### src/rtl/multicycle_controller.sv
// Main sequencing FSM for the multicycle RV32I core: drives datapath enables/selects,
// stalls on the memory handshake, traps on unsupported opcodes and counts retirements.
//
// state    | meaning
// FETCH    | read instruction at PC, PC <= PC+4 when memory is ready
// DECODE   | register read, branch target into ALUOut
// MEMADR   | compute load/store address
// MEMREAD  | load data access, wait for mem_ready
// MEMWB    | write loaded data to register file
// MEMWRITE | store data access, wait for mem_ready
// EXECR    | register-register ALU op
// EXECI    | register-immediate ALU op
// ALUWB    | write ALUOut to register file
// BRANCH   | compare and conditionally redirect PC (BEQ/BNE)
// JALR     | compute rs1+imm target into ALUOut
// JAL      | PC <= target, link value PC+4 into ALUOut
// UPPER    | LUI/AUIPC result into ALUOut
// TRAP     | unsupported instruction, parked until reset
`timescale 1ns/1ps
module multicycle_controller #(
  parameter int CNT_W = 32
) (
  input  logic             clk,
  input  logic             rst_n,
  input  logic [6:0]       op,
  input  logic [2:0]       funct3,
  input  logic             funct7b5,
  input  logic             zero,
  input  logic             mem_ready,
  output logic             PCWrite,
  output logic             AdrSrc,
  output logic             MemWrite,
  output logic             IRWrite,
  output logic             RegWrite,
  output logic [1:0]       ResultSrc,
  output logic [1:0]       ALUSrcA,
  output logic [1:0]       ALUSrcB,
  output logic [2:0]       ImmSrc,
  output logic [1:0]       ALUOp,
  output logic [2:0]       dec_funct3,
  output logic             illegal,
  output logic [3:0]       state_dbg,
  output logic [CNT_W-1:0] instret
);

  typedef enum logic [3:0] {
    FETCH    = 4'd0,
    DECODE   = 4'd1,
    MEMADR   = 4'd2,
    MEMREAD  = 4'd3,
    MEMWB    = 4'd4,
    MEMWRITE = 4'd5,
    EXECR    = 4'd6,
    EXECI    = 4'd7,
    ALUWB    = 4'd8,
    BRANCH   = 4'd9,
    JALR     = 4'd10,
    JAL      = 4'd11,
    UPPER    = 4'd12,
    TRAP     = 4'd13
  } state_t;

  state_t state, state_next;
  logic   pc_en, ir_en, mem_wr, reg_wr, retire;
  logic   unused_funct7b5;

  // funct7b5 goes straight to the ALU decoder; the FSM never looks at it
  assign unused_funct7b5 = funct7b5;

  always_ff @(posedge clk) begin
    if (!rst_n) begin
      state   <= FETCH;
      instret <= '0;
    end else begin
      state <= state_next;
      if (retire) instret <= instret + CNT_W'(1);
    end
  end

  always_comb begin
    state_next = state;
    pc_en      = 1'b0;
    ir_en      = 1'b0;
    mem_wr     = 1'b0;
    reg_wr     = 1'b0;
    retire     = 1'b0;
    AdrSrc     = 1'b0;
    ResultSrc  = 2'b00;
    ALUSrcA    = 2'b00;
    ALUSrcB    = 2'b00;
    ALUOp      = 2'b00;
    dec_funct3 = funct3;
    illegal    = 1'b0;
    case (state)
      FETCH: begin
        ALUSrcB   = 2'b10;
        ResultSrc = 2'b10;
        ir_en     = mem_ready;
        pc_en     = mem_ready;
        if (mem_ready) state_next = DECODE;
      end
      DECODE: begin
        ALUSrcA = 2'b01;
        ALUSrcB = 2'b01;
        case (op)
          7'b0000011, 7'b0100011: state_next = MEMADR;
          7'b0110011:             state_next = EXECR;
          7'b0010011:             state_next = EXECI;
          7'b1100011:             state_next = (funct3[2:1] == 2'b00) ? BRANCH : TRAP;
          7'b1101111:             state_next = JAL;
          7'b1100111:             state_next = JALR;
          7'b0110111, 7'b0010111: state_next = UPPER;
          default:                state_next = TRAP;
        endcase
      end
      MEMADR: begin
        ALUSrcA    = 2'b10;
        ALUSrcB    = 2'b01;
        state_next = op[5] ? MEMWRITE : MEMREAD;
      end
      MEMREAD: begin
        AdrSrc = 1'b1;
        if (mem_ready) state_next = MEMWB;
      end
      MEMWB: begin
        ResultSrc  = 2'b01;
        reg_wr     = 1'b1;
        retire     = 1'b1;
        state_next = FETCH;
      end
      MEMWRITE: begin
        AdrSrc = 1'b1;
        mem_wr = 1'b1;
        if (mem_ready) begin
          retire     = 1'b1;
          state_next = FETCH;
        end
      end
      EXECR: begin
        ALUSrcA    = 2'b10;
        ALUOp      = 2'b10;
        state_next = ALUWB;
      end
      EXECI: begin
        ALUSrcA    = 2'b10;
        ALUSrcB    = 2'b01;
        ALUOp      = 2'b10;
        state_next = ALUWB;
      end
      ALUWB: begin
        reg_wr     = 1'b1;
        retire     = 1'b1;
        state_next = FETCH;
      end
      BRANCH: begin
        ALUSrcA    = 2'b10;
        ALUOp      = 2'b01;
        pc_en      = zero ^ funct3[0];
        retire     = 1'b1;
        state_next = FETCH;
      end
      JALR: begin
        ALUSrcA    = 2'b10;
        ALUSrcB    = 2'b01;
        state_next = JAL;
      end
      JAL: begin
        ALUSrcA    = 2'b01;
        ALUSrcB    = 2'b10;
        pc_en      = 1'b1;
        state_next = ALUWB;
      end
      UPPER: begin
        ALUSrcA    = 2'b01;
        ALUSrcB    = 2'b01;
        ALUOp      = 2'b11;
        dec_funct3 = op[5] ? 3'b001 : 3'b000;
        state_next = ALUWB;
      end
      TRAP: begin
        illegal = 1'b1;
      end
      default: state_next = TRAP;
    endcase
  end

  always_comb begin
    case (op)
      7'b0100011:             ImmSrc = 3'b001;
      7'b1100011:             ImmSrc = 3'b010;
      7'b1101111:             ImmSrc = 3'b011;
      7'b0110111, 7'b0010111: ImmSrc = 3'b100;
      default:                ImmSrc = 3'b000;
    endcase
  end

  // enables are held off while reset is asserted, even mid-instruction
  assign PCWrite   = rst_n & pc_en;
  assign IRWrite   = rst_n & ir_en;
  assign MemWrite  = rst_n & mem_wr;
  assign RegWrite  = rst_n & reg_wr;
  assign state_dbg = state;

endmodule

### config.mk
export PLATFORM = sky130hd
export DESIGN_NAME = multicycle_controller
export DESIGN_NICKNAME = d
export VERILOG_FILES = /design/src/rtl/multicycle_controller.sv
export SDC_FILE = /design/constraint.sdc
export NUM_CORES = 1
export LEC_CHECK = 0
export CAP_MARGIN = 5
export CORE_ASPECT_RATIO = 1.25
export CORE_MARGIN = 1
export CORE_UTILIZATION = 40
export DETAILED_ROUTE_END_ITERATION = 10
export PLACE_DENSITY = 0.73
export SKIP_CTS_REPAIR_TIMING = 1
export SLEW_MARGIN = 20
export SYNTH_ARGS = -nofsm -noshare
export SYNTH_HDL_FRONTEND = slang
export SYNTH_SLANG_ARGS = --single-unit
### constraint.sdc
create_clock -name clk -period 1.9 [get_ports clk]
set_input_delay 0.285 -clock clk [delete_from_list [all_inputs] [get_ports clk]]
set_output_delay 0.285 -clock clk [all_outputs]
set_load 0.005 [all_outputs]
* Word-level counts from Yosys, hierarchy flattened *
Index checks and enable logic that the tools add are counted.
Widths: inputs -> output; s select.

storage, ports and cells
  register bits = 36
  output and inout bits = 56
  logic and storage cells = 70

cells by class
  $add $sub $neg = 1
  eq/ne operators = 25
  multiplexer cells = 22
  bitwise gates (word level) = 6
  reduce and logical (&&, ||, !) cells = 14

operators by type and width
  operator               number
  $pmux 4 s9             1
  $add 32x1->32 const B  1
  $pmux 4 s7             1
  $eq 4x4->1 const B     6
  $eq 7x6->1 const B     3
  $eq 7x7->1 const B     3
  $eq 4x3->1 const B     4
  $eq 7x5->1 const B     2
  $mux 4                 3
  $pmux 2 s2             3
  $pmux 3 s4             1
  $reduce_or 2->1        6
  $reduce_or 5->1        2
  $mux 3                 3
  $eq 4x2->1 const B     2
  $eq 7x2->1 const B     1
  $mux 1                 7
  $ne 2x2->1 const B     3
  $pmux 2 s3             1
  $reduce_or 3->1        2
  $and 1x1->1            4
  $eq 4x1->1 const B     1
  $logic_not 4->1        1
  $reduce_and 4->1       1
  6 further kinds        6

* Longest topological paths before layout *
  word-level depth = 4
  depth in mapped cells = 7

* Worst setup path before layout *
No wires, ideal clock.

  path type = reg-to-reg
  from = register instret[6]
  to = register instret[25]
  arrival time = 1.639 ns
  slack = 0.191 ns
  stages on the path, launching flop included = 6
  path buffers = 0
  clock period less this slack = 1.709 ns
  path through = dfxtp_1 > nand4_2 > nor4_4 > nand3_4 > or3_1 > a21boi_1

on the way
  cells in the longest elaborated chain, start to end = 1

RTL lines
  what                      line  source
  start: declaration        43    output logic [CNT_W-1:0] instret
  start signal: assignment  76    if (retire) instret <= instret + CNT_W'(1);
  $add 32x1->32             76

Every way passes these cells.
A chain may end at the register's enable or synchronous reset.

* Worst setup path after layout *
  from = input port op[2]
  to = output port ImmSrc[0]

on the way
  cells in the longest elaborated chain, start to end = 3
  elaborated cells between the ends (all ways) = 7
  those cells by class = eq/ne: 5; mux: 1; reduce/logical: 1

RTL lines
  what                                      line  source
  start: declaration                        25    input logic [6:0] op,
  $eq 7x6->1 or $eq 7x5->1 (tied branches)  188   case (op)
  $reduce_or 2->1                           188
  $pmux 3 s4 (*)                            188
  end: declaration                          38    output logic [2:0] ImmSrc,

Every way passes the cells marked *; elsewhere a longest branch is shown, timed or not.

==> out/results.txt <==
In the routed layout, each cell is associated on average with a via count of 5.33. The clock edge transition at the registers on the reported setup and hold paths was 0.07 ns; the residual antenna-violating net count after detailed routing was 0. The placer congestion estimate was 0.842; the worst hold path stage count was 2.

For the final database, setup skew stands at 0.00760 ns. By startpoint and endpoint, the worst setup path is classified as in -> out. The share of the Yosys chip area taken by registers is 31.2%.

The number of different library cells used by synthesis comes to 50. The finished cells cover 3720 µm². The tools report the endpoint type of the worst setup path as an output port.

Measured along the y axis, the die boundary spans 87.0 µm. The utilization after layout is 68.0%. Subtracting the final worst setup slack from the clock period gives 1.94 ns. Starting utilization of the core area: 42.2%. The maximum fanout count along the critical path is 2.

The xor/xnor share of the synthesized area is 9.85%, and the warning count from the yosys run is 0. The final route contains 2,511 vias. The simple-gate share of the synthesized area is 37.7%, and the wire length of the first global-routing pass is 10,300 µm.

71 I/O pins were placed. The flip-flop and latch count after synthesis came out at 36. Global routing used 20.7% of the available tracks. The number of CTS-inserted buffers came out at 5. After synthesis, the largest family of logic cells by area is simple AND/OR/NAND/NOR gates.

The run gives 5480 µm² as the area of the placeable core. The tools report the total congestion overflow after global routing as 0. The antenna cell count was 0; the upper clock frequency limit was 517 MHz. Traced cell by cell, the critical path runs through clkdlybuf4s50_1 -> or3_1 -> a2111oi_2 -> dlymetal6s2s_1. The area fraction of the dominant cell type after synthesis came out at 31.2%.

The final critical path takes up 102% of the cycle. The endpoint identified for the worst register-to-register timing path is instret[8]. Summed over all nets, the half-perimeter wirelength after detailed placement is 4560 µm.

The logs give 2310 µm² for the cell area after synthesis and 4 for the number of search-and-repair iterations in the first detailed-routing pass. For the max-capacitance violation count, the log shows 0. Setup repair after global routing could not meet its margin everywhere. The synthesized netlist net count is 308, and the power per unit of standard cell area is 525 nW/µm².

The logs give 1.65 ns for the critical path data arrival time and 30 for the site row count. The tree is rooted in a clkbuf_8. The transition time at the pin with the least slew margin is 0.334 ns. The run gives -0.0358 ns as the setup slack after layout.

The slowest stage of the critical path belongs to the cell clkdlybuf4s50_1. The synthesized design contains 0 enable-type register cells. In this run the tightest slew margin relative to its limit is 77.6%.

Measured along the x axis, the die boundary spans 70.0 µm. The worst-case IR drop observed on VDD is 0.000428 V. The worst setup path is launched from an input port. A synthesized cell averages 7.91 µm². For the worst setup slack for register-to-register paths, the log shows 0.09 ns. Measured in cells, the most critical reg-to-reg path has a length of 9.

After detailed routing, the average wire length per cell comes to 14.3 µm. In this design, the largest share of critical-path delay is due to buffers and inverters. The buffer depth of the longest clock path is 2, and the number of endpoints with negative hold slack in the final report is 0. The synthesized netlist devotes 15.3% of its cell area to compound gates. Leaving out fill and tap cells, the most frequent cells in the layout are clkdlybuf4s50_1, buf_4, dfxtp_1, and2_1.

Biggest cell delay along the critical path: 0.45 ns. The worst hold path terminates at instret[0]. The initial antenna violation count was 0. The H-tree was split into 2 levels. Predominant post-synthesis flop cell: dfxtp_1.

Summed over all cells, the static leakage comes to 1.72 nW. The run gives 36 as the number of clock sinks seen by CTS. TritonCTS built the clock tree. In the synthesized netlist the async set-or-reset flop fraction comes to 0%.

For the critical path data required time, the log shows 1.62 ns. The path type of the worst min-delay path is in -> reg. The critical path contains buffers and inverters numbering 2 combined.

Once placement finished, the instance area stood at 3320 µm². The post-route netlist has 23.8% of its cells at a drive strength greater than 1. The cell count after placement came out at 446. The worst reg2reg path startpoint is state_dbg[1]. The first routing iteration left 97 violations.

Yosys attributes the largest share of cell area to dfxtp_1, xnor2_1, and2_1. Multiplexer fraction of the synthesized cell area: 0.920%. For the worst-skew pair, the clock arrives at the later sink with an insertion delay of 0.29 ns. The max-slew violation total from the final report came out at 0.

From synthesis to final layout, the design area changed by 61.2%. dfxtp_1 takes more of the synthesized area than any other cell. The pin count of the biggest net entering global routing was 37. Leaving out filler cells and counting taps, the final layout contains 471.

The number of failing setup endpoints in the final timing report was 1. Of the total synthesized cell area, the portion taken by full adders, half adders and majority gates is 0.975%. Wires add up to 6720 µm. In the routed design, unresolved DRC markers number 0.

The final reports fail on setup timing. The die covers 6090 µm². The origin of the worst min-delay path was rst_n.

The final layout contains 422 nets. The flow ran to the end, but the final reports show violations. The via count of the first global-routing pass is 2,306. Number of buffers added on ports: 69. For the post-synthesis cell count, the log shows 292.
-- how the worst max path moves through the flow --
stage,start,end,cells past startpoint,slack [ns]
final,op[2],ImmSrc[0],4,-0.04
after global routing,op[2],ImmSrc[0],4,-0.06
after CTS,op[3],ImmSrc[0],4,-0.48
after detailed placement,op[3],ImmSrc[0],4,-0.47
after global placement,op[3],ImmSrc[0],4,-0.43
after floorplan,instret[6],instret[25],5,0.19
-- final cells by class --
type	instances	area, µm²
Inverter	4	18.8
Tap cell	64	80.1
Clock inverter	1	7.51
Sequential cell	36	728
Timing Repair Buffer	125	1210
Clock buffer	7	86.3
Fill cell	439	1760
Multi-Input combinational cell	234	1590
-- cells by family after synthesis --
group	count (synthesis)
AND/OR/NAND/NOR	149
AO/OA/AOI/OAI	55
flip-flops	36
XOR/XNOR	26
buffers and inverters	22
multiplexers	2
adder cells (fa/ha/maj)	2
-- per-stage QoR --
| stage | TNS, ns | hold WS [ns] | total power, W | worst slack [ns] |
|---|---|---|---|---|
| CTS | -4.40 | 0.528 | 0.00190 | -0.485 |
| finish | -0.0358 | 0.447 | 0.00196 | -0.0358 |
| global placement | -1.97 | 0.500 | 0.00133 | -0.431 |
| global route | -0.0636 | 0.465 | 0.00205 | -0.0584 |
| floorplan | 0 | 0.482 | 0.00106 | 0.191 |
| detailed placement | -2.47 | 0.502 | 0.00133 | -0.472 |
-- cell usage after synthesis (5+ instances only) --
| library cell | count |
|---|---|
| nand2b_1 | 12 |
| o21ai_0 | 14 |
| o22ai_1 | 5 |
| nor2_1 | 15 |
| o31ai_1 | 6 |
| nand4_1 | 13 |
| xnor2_1 | 21 |
| nor2b_1 | 8 |
| o211ai_1 | 7 |
| dfxtp_1 | 36 |
| and2_1 | 26 |
| a21oi_1 | 9 |
| and3_1 | 10 |
| xor2_1 | 5 |
| clkbuf_1 | 16 |
| nand2_1 | 21 |
| nand3_1 | 17 |
-- report_power, final --
part | internal [W] | switching (W) | total (W)
Sequential | 0.000773 | 0.0000213 | 0.000794
Combinational | 0.000317 | 0.000269 | 0.000586
Clock | 0.000295 | 0.000281 | 0.000576
-- registers in the layout (all words and copies together), names as in the netlist --
name       count
state_dbg      4
instret       32
-- per-layer routing --
layer  vias up  track usage (%)  part of all wire (%)  routed length, µm
met1      1178             23.8                    42               2810
met4         0             7.27                   1.2                 80
met2        70             38.2                    52               3500
li1       1255                -                     -                  -
met3         8             3.70                   4.9                328
met5         -                0                     0                  0
No activity file was read; power rests on OpenSTA's default activity.
